--- config.mk ---
export PLATFORM = sky130hd
export DESIGN_NAME = fitness_wb_collector
export DESIGN_NICKNAME = d
export VERILOG_FILES = /design/src/rtl/fitness_wb_collector.sv
export SDC_FILE = /design/constraint.sdc
export NUM_CORES = 1
export LEC_CHECK = 0
export ABC_AREA = 1
export CORE_ASPECT_RATIO = 1.75
export CORE_MARGIN = 2
export CORE_UTILIZATION = 58
export DETAILED_ROUTE_END_ITERATION = 10
export GPL_ROUTABILITY_DRIVEN = 0
export PLACE_DENSITY_LB_ADDON = 0.08
export SETUP_SLACK_MARGIN = 0.15
export SKIP_CTS_REPAIR_TIMING = 1
export SKIP_LAST_GASP = 1
export SLEW_MARGIN = 40
export SYNTH_ARGS = -nofsm -noshare
export SYNTH_HDL_FRONTEND = slang
export SYNTH_SLANG_ARGS = --single-unit
--- constraint.sdc ---
create_clock -name clk_i -period 6.99 [get_ports clk_i]
set_input_delay 1.0485 -clock clk_i [delete_from_list [all_inputs] [get_ports clk_i]]
set_output_delay 1.0485 -clock clk_i [all_outputs]
set_load 0.02 [all_outputs]
--- src/rtl/fitness_wb_collector.sv ---
// Fitness write-back collector: stores scored energies per index and tracks the best individual.
// Define FITNESS_STATS_EN to add sum_energy_o, the running total of accepted energies.
module fitness_wb_collector #(
    parameter int SELF_FIT_LENGTH   = 10,
    parameter int INDIVIDUAL_LENGTH = 22,
    parameter int POP_SIZE          = 50,
    parameter int IDX_WIDTH         = 8
) (
    input  logic                         clk_i,
    input  logic                         rst_i,
    input  logic                         start_i,
    input  logic                         wr_valid_i,
    input  logic [SELF_FIT_LENGTH-1:0]   total_energy_i,
    input  logic [INDIVIDUAL_LENGTH-1:0] individual_vec_i,
    input  logic [IDX_WIDTH-1:0]         ind_idx_i,
    input  logic [IDX_WIDTH-1:0]         rd_idx_i,
    output logic [SELF_FIT_LENGTH-1:0]   rd_fitness_o,
    output logic                         rd_valid_o,
    output logic [SELF_FIT_LENGTH-1:0]   best_energy_o,
    output logic [IDX_WIDTH-1:0]         best_idx_o,
    output logic [INDIVIDUAL_LENGTH-1:0] best_individual_o,
    output logic [IDX_WIDTH-1:0]         count_o,
    output logic                         busy_o,
    output logic                         gen_done_o,
    output logic                         dup_err_o,
    output logic                         range_err_o
`ifdef FITNESS_STATS_EN
    ,
    output logic [SELF_FIT_LENGTH+IDX_WIDTH-1:0] sum_energy_o
`endif
);

    localparam int ADDR_W = (POP_SIZE > 1) ? $clog2(POP_SIZE) : 1;
    // One extra bit so POP_SIZE == 2**IDX_WIDTH still compares correctly.
    localparam logic [IDX_WIDTH:0] POP_LIMIT = (IDX_WIDTH+1)'(POP_SIZE);

    localparam logic [1:0] ST_IDLE    = 2'd0;
    localparam logic [1:0] ST_COLLECT = 2'd1;
    localparam logic [1:0] ST_DONE    = 2'd2;

    logic [1:0]                   state_q, state_d;
    logic [POP_SIZE-1:0]          filled_q, filled_d;
    logic [IDX_WIDTH-1:0]         count_q, count_d;
    logic [SELF_FIT_LENGTH-1:0]   best_energy_q, best_energy_d;
    logic [IDX_WIDTH-1:0]         best_idx_q, best_idx_d;
    logic [INDIVIDUAL_LENGTH-1:0] best_ind_q, best_ind_d;
    logic [SELF_FIT_LENGTH-1:0]   rd_fitness_q, rd_fitness_d;
    logic                         rd_valid_q, rd_valid_d;
    logic                         gen_done_q, gen_done_d;
    logic                         dup_err_q, dup_err_d;
    logic                         range_err_q, range_err_d;
`ifdef FITNESS_STATS_EN
    logic [SELF_FIT_LENGTH+IDX_WIDTH-1:0] sum_q, sum_d;
`endif

    logic [SELF_FIT_LENGTH-1:0] fit_table_q [POP_SIZE];
    logic                       table_we;
    logic [ADDR_W-1:0]          wr_addr;
    logic [ADDR_W-1:0]          rd_addr;
    logic                       wr_in_range;
    logic                       rd_in_range;

    always_comb begin
        wr_in_range = ({1'b0, ind_idx_i} < POP_LIMIT);
        rd_in_range = ({1'b0, rd_idx_i} < POP_LIMIT);
        wr_addr     = ind_idx_i[ADDR_W-1:0];
        rd_addr     = rd_idx_i[ADDR_W-1:0];
    end

    // start_i wins over a same-cycle write; the write is simply lost.
    always_comb begin
        state_d       = state_q;
        filled_d      = filled_q;
        count_d       = count_q;
        best_energy_d = best_energy_q;
        best_idx_d    = best_idx_q;
        best_ind_d    = best_ind_q;
        dup_err_d     = dup_err_q;
        range_err_d   = range_err_q;
        gen_done_d    = 1'b0;
        table_we      = 1'b0;
`ifdef FITNESS_STATS_EN
        sum_d         = sum_q;
`endif
        if (start_i) begin
            state_d       = ST_COLLECT;
            filled_d      = '0;
            count_d       = '0;
            best_energy_d = '1;
            best_idx_d    = '0;
            best_ind_d    = '0;
            dup_err_d     = 1'b0;
            range_err_d   = 1'b0;
`ifdef FITNESS_STATS_EN
            sum_d         = '0;
`endif
        end else if (wr_valid_i) begin
            case (state_q)
                ST_COLLECT: begin
                    if (!wr_in_range) begin
                        range_err_d = 1'b1;
                    end else if (filled_q[wr_addr]) begin
                        dup_err_d = 1'b1;
                    end else begin
                        table_we          = 1'b1;
                        filled_d[wr_addr] = 1'b1;
                        count_d           = count_q + 1'b1;
`ifdef FITNESS_STATS_EN
                        sum_d             = sum_q + {{IDX_WIDTH{1'b0}}, total_energy_i};
`endif
                        // First arrival always loads so an all-ones energy can still become best.
                        if ((count_q == '0) || (total_energy_i < best_energy_q)) begin
                            best_energy_d = total_energy_i;
                            best_idx_d    = ind_idx_i;
                            best_ind_d    = individual_vec_i;
                        end
                        if (({1'b0, count_q} + 1'b1) == POP_LIMIT) begin
                            state_d    = ST_DONE;
                            gen_done_d = 1'b1;
                        end
                    end
                end
                ST_DONE: begin
                    dup_err_d = 1'b1;
                end
                default: begin
                end
            endcase
        end
    end

    // Read port samples the pre-edge table, so a same-edge write is not visible yet.
    always_comb begin
        rd_fitness_d = rd_in_range ? fit_table_q[rd_addr] : '0;
        rd_valid_d   = rd_in_range ? filled_q[rd_addr] : 1'b0;
    end

    always_ff @(posedge clk_i or posedge rst_i) begin
        if (rst_i) begin
            state_q       <= ST_IDLE;
            filled_q      <= '0;
            count_q       <= '0;
            best_energy_q <= '1;
            best_idx_q    <= '0;
            best_ind_q    <= '0;
            rd_fitness_q  <= '0;
            rd_valid_q    <= 1'b0;
            gen_done_q    <= 1'b0;
            dup_err_q     <= 1'b0;
            range_err_q   <= 1'b0;
`ifdef FITNESS_STATS_EN
            sum_q         <= '0;
`endif
        end else begin
            state_q       <= state_d;
            filled_q      <= filled_d;
            count_q       <= count_d;
            best_energy_q <= best_energy_d;
            best_idx_q    <= best_idx_d;
            best_ind_q    <= best_ind_d;
            rd_fitness_q  <= rd_fitness_d;
            rd_valid_q    <= rd_valid_d;
            gen_done_q    <= gen_done_d;
            dup_err_q     <= dup_err_d;
            range_err_q   <= range_err_d;
`ifdef FITNESS_STATS_EN
            sum_q         <= sum_d;
`endif
        end
    end

    // Table contents are meaningless until the matching filled bit is set, so no reset.
    always_ff @(posedge clk_i) begin
        if (table_we) begin
            fit_table_q[wr_addr] <= total_energy_i;
        end
    end

    assign rd_fitness_o      = rd_fitness_q;
    assign rd_valid_o        = rd_valid_q;
    assign best_energy_o     = best_energy_q;
    assign best_idx_o        = best_idx_q;
    assign best_individual_o = best_ind_q;
    assign count_o           = count_q;
    assign busy_o            = (state_q == ST_COLLECT);
    assign gen_done_o        = gen_done_q;
    assign dup_err_o         = dup_err_q;
    assign range_err_o       = range_err_q;
`ifdef FITNESS_STATS_EN
    assign sum_energy_o      = sum_q;
`endif

endmodule
==> impl_metrics.env, run 1 <==
export IMPL_crit_path_end_kind="flop"
export IMPL_sw_frac_of_total=0.228
export IMPL_clkTransAtPathRegs_ns=0.07
export IMPL_seq_area_frac_synth=0.696
export IMPL_grt_max_degree=136
export IMPL_yosysMostFrequentCell="edfxtp_1"
export IMPL_slew_headroom=0.401
export IMPL_crit_fanout=30
export IMPL_fillers=3371
export IMPL_r2r_worst_path_cells=10
export IMPL_finalNetCount=2431
export IMPL_antenna_found_initial=0
export IMPL_synth_area_sq_um=25700
export IMPL_routed_wl_mm=74.2
export IMPL_rsz0062_at_grt="false"
export IMPL_drt_iter0_markers=1679
export IMPL_synth_area_leaders="edfxtp_1 58%, dfrtp_1 10%, nand2_1 5.7%"
export IMPL_ys_types=38
export IMPL_hpwl_mm=46.4
export IMPL_die_h_microns=282
export IMPL_finalHoldViolations=0
export IMPL_max_cap_violations=0
export IMPL_grt_overflow_total=0
export IMPL_grtUsageTotal=0.328
export IMPL_crit_path_start_kind="primary input"
export IMPL_hp_class="reg -> reg"
export IMPL_numCtsBuffers=52
export IMPL_synthArstFlopShare=0.186
export IMPL_die_width_microns=163
export IMPL_drcViolationCount=0
export IMPL_syn_to_final_growth_pct=12.8
export IMPL_vias_per_cell=6.09
export IMPL_cts_htree_levels=2
export IMPL_post_route_min_period_ns=4.43
export IMPL_fp_dieArea_sq_um=46000
export IMPL_holdPathStages=2
export IMPL_dr_pass1_iters=5
export IMPL_hold_slack_ns=0.486
export IMPL_ys_flop_type="edfxtp_1"
export IMPL_combPwrFrac=0.073
export IMPL_diodes=0
export IMPL_powerDensity_nw_per_um2=257
export IMPL_pwr_share_seq=0.535
export IMPL_tightest_slew_ns=0.895
export IMPL_peakVddDrop_uv=289
export IMPL_cts_tree="done"
export IMPL_post_route_period_util=0.634
export IMPL_pwr_share_clk=0.392
export IMPL_vias=18200
export IMPL_synth_edf_count=500
export IMPL_synth_top_area_share=0.585
export IMPL_synth_cells=2310
export IMPL_routedWlPerCell_microns=24.9
export IMPL_ant_nets=0
export IMPL_path_class="in -> reg"
export IMPL_required_ns=7.23
export IMPL_arrival_ns=4.67
export IMPL_cts_sinks=614
export IMPL_setup_viol=0
export IMPL_grt_first_pass_wirelength_mm=111
export IMPL_ys_seq_elements=614
export IMPL_synth_top_area_cell="edfxtp_1"
export IMPL_core_area_sq_um=44000
export IMPL_fin_setup_tns_ns=0
export IMPL_ys_warn_count=0
export IMPL_p_int_mw=5.75
export IMPL_cts_root_buf="clkbuf_16"
export IMPL_insertion_delay_ns=0.60
export IMPL_clk_path_buf_depth=3
export IMPL_io_pins=115
export IMPL_start_util=0.583
export IMPL_drv_slew=0
export IMPL_p_leak_nw=10.8
export IMPL_layout_drive_gt1_share=0.0660
export IMPL_avgSynthCellArea_sq_um=11.1
export IMPL_fmax_ghz=0.226
export IMPL_grt_pass1_vias=18200
export IMPL_numPortBuffers=114
export IMPL_synth_nets=2374
export IMPL_skew_ns=0.0278
export IMPL_power_switching_mw=1.70
export IMPL_status="finished clean"
export IMPL_synth_common_cells="500 x edfxtp_1, 390 x nand2_1, 331 x nor2_1"
export IMPL_rows=102
layer usage:
| metal | track usage | part of all wire | wire length, microns |
|---|---|---|---|
| met1 | 0.385 | 0.35 | 25700 |
| met2 | 0.562 | 0.51 | 37600 |
| met3 | 0.0405 | 0.068 | 5060 |
| met4 | 0.225 | 0.080 | 5910 |
| met5 | 0 | 0 | 0 |
cell type report:
class                   count  area (sq um)  area share
well taps                 572           716      0.0247
clock buffers              82          1550      0.0534
multi-input cells        1400          6710       0.232
repair buffers            150          1380      0.0476
flip-flops and latches    614         17900       0.617
inverters                 149           569      0.0197
clock inverters            15           163     0.00562
worst max-delay path, cell delays in order:
cell and delay [ns]:
clkdlybuf4s50_1 0.75, buf_4 0.37, nand2_1 0.10, nand3_1 0.09
nand2_1 0.05, nor2_1 0.11, nor2_1 0.05, nor2_1 0.09
nand2_1 0.07, nor2_2 0.12, nand3_2 0.37, nor2_1 0.83
nand2_1 0.22, inv_1 0.38
placed cells by master (no fill, tap or decap), types with 34 or more instances in the layout:
cell	count
o211ai_1	49
clkbuf_16	54
nand2_1	389
o22ai_1	52
nor2_1	323
nand3_1	79
o21ai_0	274
clkdlybuf4s50_1	101
a21oi_1	83
nand4_1	54
inv_1	142
dfrtp_1	104
buf_4	34
edfxtp_1	500
kinds of logic (layout without fill, tap and decap cells):
kind of cell | Yosys count | after routing | share of synthesized area
AOI/OAI and AO/OA | 497 | 497 | 0.108
and+or+nand+nor | 879 | 879 | 0.141
buffers and inverters | 296 | 396 | 0.0447
adders and majority gates | 12 | 12 | 0.00585
DFF | 614 | 614 | 0.696
muxes | 6 | 6 | 0.00234
xor gates and xnor gates | 6 | 6 | 0.00205
final timing paths:
kind | endpoint | slack, ns | from
hold / removal | filled_q[41] | 0.49 | filled_q[41]
setup reg to reg | fit_table_q[11][9] | 3.59 | filled_q[32]
hold reg to reg | filled_q[41] | 0.49 | filled_q[41]
setup / recovery | fit_table_q[11][9] | 2.56 | ind_idx_i[0]
max in group asynchronous | best_individual_o[9] | 5.00 | rst_i
min in group asynchronous | filled_q[1] | 0.92 | rst_i
state kept, by name, indices dropped and copies added, names as in the netlist, 2 cells and up:
signal,count
count_o,8
best_individual_o,22
rd_fitness_o,10
filled_q,50
fit_table_q,500
state_q,2
best_energy_o,10
best_idx_o,8
power groups by stage:
| stage | Sequential, mW | Combinational [mW] | Clock, mW |
|---|---|---|---|
| 2_1_floorplan | 4.07 | 0.263 | 0 |
| 3_3_place_gp | 4.06 | 0.532 | 0 |
| 3_5_place_dp | 4.06 | 0.538 | 0 |
| 4_1_cts | 3.98 | 0.540 | 2.94 |
| 5_1_grt | 3.98 | 0.584 | 3.07 |
| 6_report | 3.98 | 0.545 | 2.92 |
metrics by stage:
step	total power, mW	worst slack, ns	instances	area, sq um	utilization
floorplan	4.34	2.94	2310	25700	-
finish	7.45	2.56	2982	29000	0.658
detailed placement	4.60	2.03	2885	27200	0.619
global route	7.63	2.37	2982	29000	0.658
global placement	4.59	1.91	2885	27200	0.618
CTS	7.47	2.64	2982	28900	0.657
Power figures use the tool's default switching activity.
==> inputs of run 2 (changes only) <==
CORE_UTILIZATION = 55   (was 58)
clock period = 4 ns   (was 6.99 ns; I/O delays follow)
==> run 2 against run 1 <==
The run now ends with design-rule violations left. Cell area increased by 0.53%. Clock power increased by 65%. Wire length about the same. Critical endpoint is now fit_table_q[20][5]. Register-to-register slack got worse by 2.4 ns. Non-clock buffer count increased by 34. Largest power group unchanged. Critical path type unchanged. Critical path depth increased by 1. Highest routed layer unchanged. Utilization decreased by 2.6 points. Combinational power increased by 78%. Global-route usage decreased by 2.2 points.
==> impl_metrics.env, run 2 (synthesized netlist as in run 1, its figures left out) <==
export IMPL_final_common_cell="edfxtp_1"
export IMPL_regArea_sq_um=17900
export IMPL_grt_max_degree=95
export IMPL_io_pins=115
export IMPL_max_stage_delay_ns=0.64
export IMPL_die_width_microns=167
export IMPL_fp_dieArea_sq_um=48500
export IMPL_cts_root_buf="clkbuf_16"
export IMPL_start_util=0.558
export IMPL_status="complete, but fails checks"
export IMPL_p_leak_nw=11.0
export IMPL_cp_num_cells=15
export IMPL_finalHoldViolations=0
export IMPL_grt_first_pass_wirelength_mm=111
export IMPL_max_cap_violations=0
export IMPL_crit_path_top_delay_cell="clkdlybuf4s50_1"
export IMPL_place_area_sq_um=27500
export IMPL_final_cell_mix="500 x edfxtp_1, 390 x nand2_1, 328 x nor2_1"
export IMPL_cts_sinks=614
export IMPL_routedWlPerCell_microns=24.5
export IMPL_rows=104
export IMPL_numPortBuffers=114
export IMPL_fillers=3641
export IMPL_die_h_microns=290
export IMPL_tightest_slew_ns=0.784
export IMPL_path_cells="clkdlybuf4s50_1 > inv_2 > nand2_1 > nand3_1 > nand2_1 > nor2_1 > nor2_1 > nor2_1 > nand2_1 > nor2_2 > nand3_2 > nor2_1 > buf_4 > nand2_1 > inv_1"
export IMPL_post_route_min_period_ns=3.38
export IMPL_violations="design-rule violations"
export IMPL_reg2reg_from="filled_q[26]"
export IMPL_vias=18200
export IMPL_required_ns=4.22
export IMPL_crit_fanout=21
export IMPL_hp_class="in -> async"
export IMPL_drt_iter0_markers=1665
export IMPL_layout_drive_gt1_share=0.0766
export IMPL_r2r_worst_path_cells=11
export IMPL_syn_to_final_growth_pct=13.4
export IMPL_routed_wl_mm=74.2
export IMPL_layout_setup_ws_ns=0.616
export IMPL_vias_per_cell=6.01
export IMPL_clk_path_buf_depth=3
export IMPL_crit_end="fit_table_q[20][5]"
export IMPL_path_buf_inv=4
export IMPL_drcViolationCount=2
export IMPL_grtUsageTotal=0.306
export IMPL_hold_slack_ns=0.447
export IMPL_setup_viol=0
export IMPL_path_class="in -> reg"
export IMPL_grt_overflow_total=0
export IMPL_antenna_found_initial=1
export IMPL_crit_path_end_kind="flop"
export IMPL_powerDensity_nw_per_um2=438
export IMPL_arrival_ns=3.60
export IMPL_finalPower_mw=12.8
export IMPL_cts_tree="done"
export IMPL_numCtsBuffers=51
export IMPL_regMostFlops="fit_table_q"
export IMPL_finalNetCount=2464
export IMPL_fin_setup_tns_ns=0
export IMPL_insertion_delay_ns=0.58
export IMPL_drv_slew=0
export IMPL_peakVddDrop_uv=410
export IMPL_slew_headroom=0.477
export IMPL_grt_pass1_vias=18100
export IMPL_timing_rr_end="fit_table_q[20][5]"
export IMPL_clkTransAtPathRegs_ns=0.06
export IMPL_multiInputGateArea_sq_um=6660
export IMPL_skew_ns=0.0180
export IMPL_cts_htree_levels=2
export IMPL_hpwl_mm=48.7
export IMPL_core_area_sq_um=46100
export IMPL_rsz0062_at_grt="false"
export IMPL_rrSetupSlack_ns=1.15
export IMPL_crit_path_start_kind="primary input"
export IMPL_pre_cts_slack_ns=0.116
export IMPL_fmax_ghz=0.296
export IMPL_ant_nets=0
export IMPL_crit_family="buffers and inverters"
export IMPL_dr_pass1_iters=10
export IMPL_cp_startpoint="ind_idx_i[0]"
export IMPL_fin_area_sq_um=29100
export IMPL_largest_register_ffs=500
export IMPL_post_route_period_util=0.846
[run 2: cell count changes in the layout (fill, tap and decap cells not counted), sizes merged]
cell	before	now
buf	48	82
clkbuf	83	69
clkinv	11	18
clkinvlp	1	4
diode	0	1
inv	149	150
[run 2: through the flow]
stage	instances	util
4_1_cts	3024	0.632
3_3_place_gp	2930	0.598
5_1_grt	3025	0.632
2_1_floorplan	2310	-
3_5_place_dp	2930	0.598
6_report	3025	0.632
[run 2: worst min path at each step]
stage,slack (ns),end,depth (start not counted)
final,0.45,rd_fitness_o[2],2
after CTS,0.45,rd_fitness_o[2],2
after global placement,0.47,filled_q[1],2
after floorplan,0.45,filled_q[17],2
after global routing,0.50,rd_fitness_o[8],2
after detailed placement,0.47,filled_q[9],2
[run 2: metal layers]
layer | track usage | vias to the layer above | wire [microns]
met5 | 0 | - | 0
met4 | 0.207 | 0 | 5750
met3 | 0.0342 | 204 | 4000
met2 | 0.529 | 792 | 37600
met1 | 0.360 | 8904 | 26900
li1 | - | 8272 | -
[run 2: power by group]
part           leakage [nW]  internal (mW)  switching (mW)  total [mW]
sequential             6.03           6.94          0.0172        6.96
clock                 0.767           2.59            2.23        4.82
combinational          4.16          0.275           0.694       0.969
[run 2: layout make-up]
class / instances / area share
Sequential cell: 614 / 0.614
Multi-Input combinational cell: 1400 / 0.229
Timing Repair Buffer: 184 / 0.0584
Clock buffer: 68 / 0.0467
Tap cell: 583 / 0.0251
Inverter: 149 / 0.0195
Clock inverter: 26 / 0.00735
Antenna cell: 1 / 0.0000860
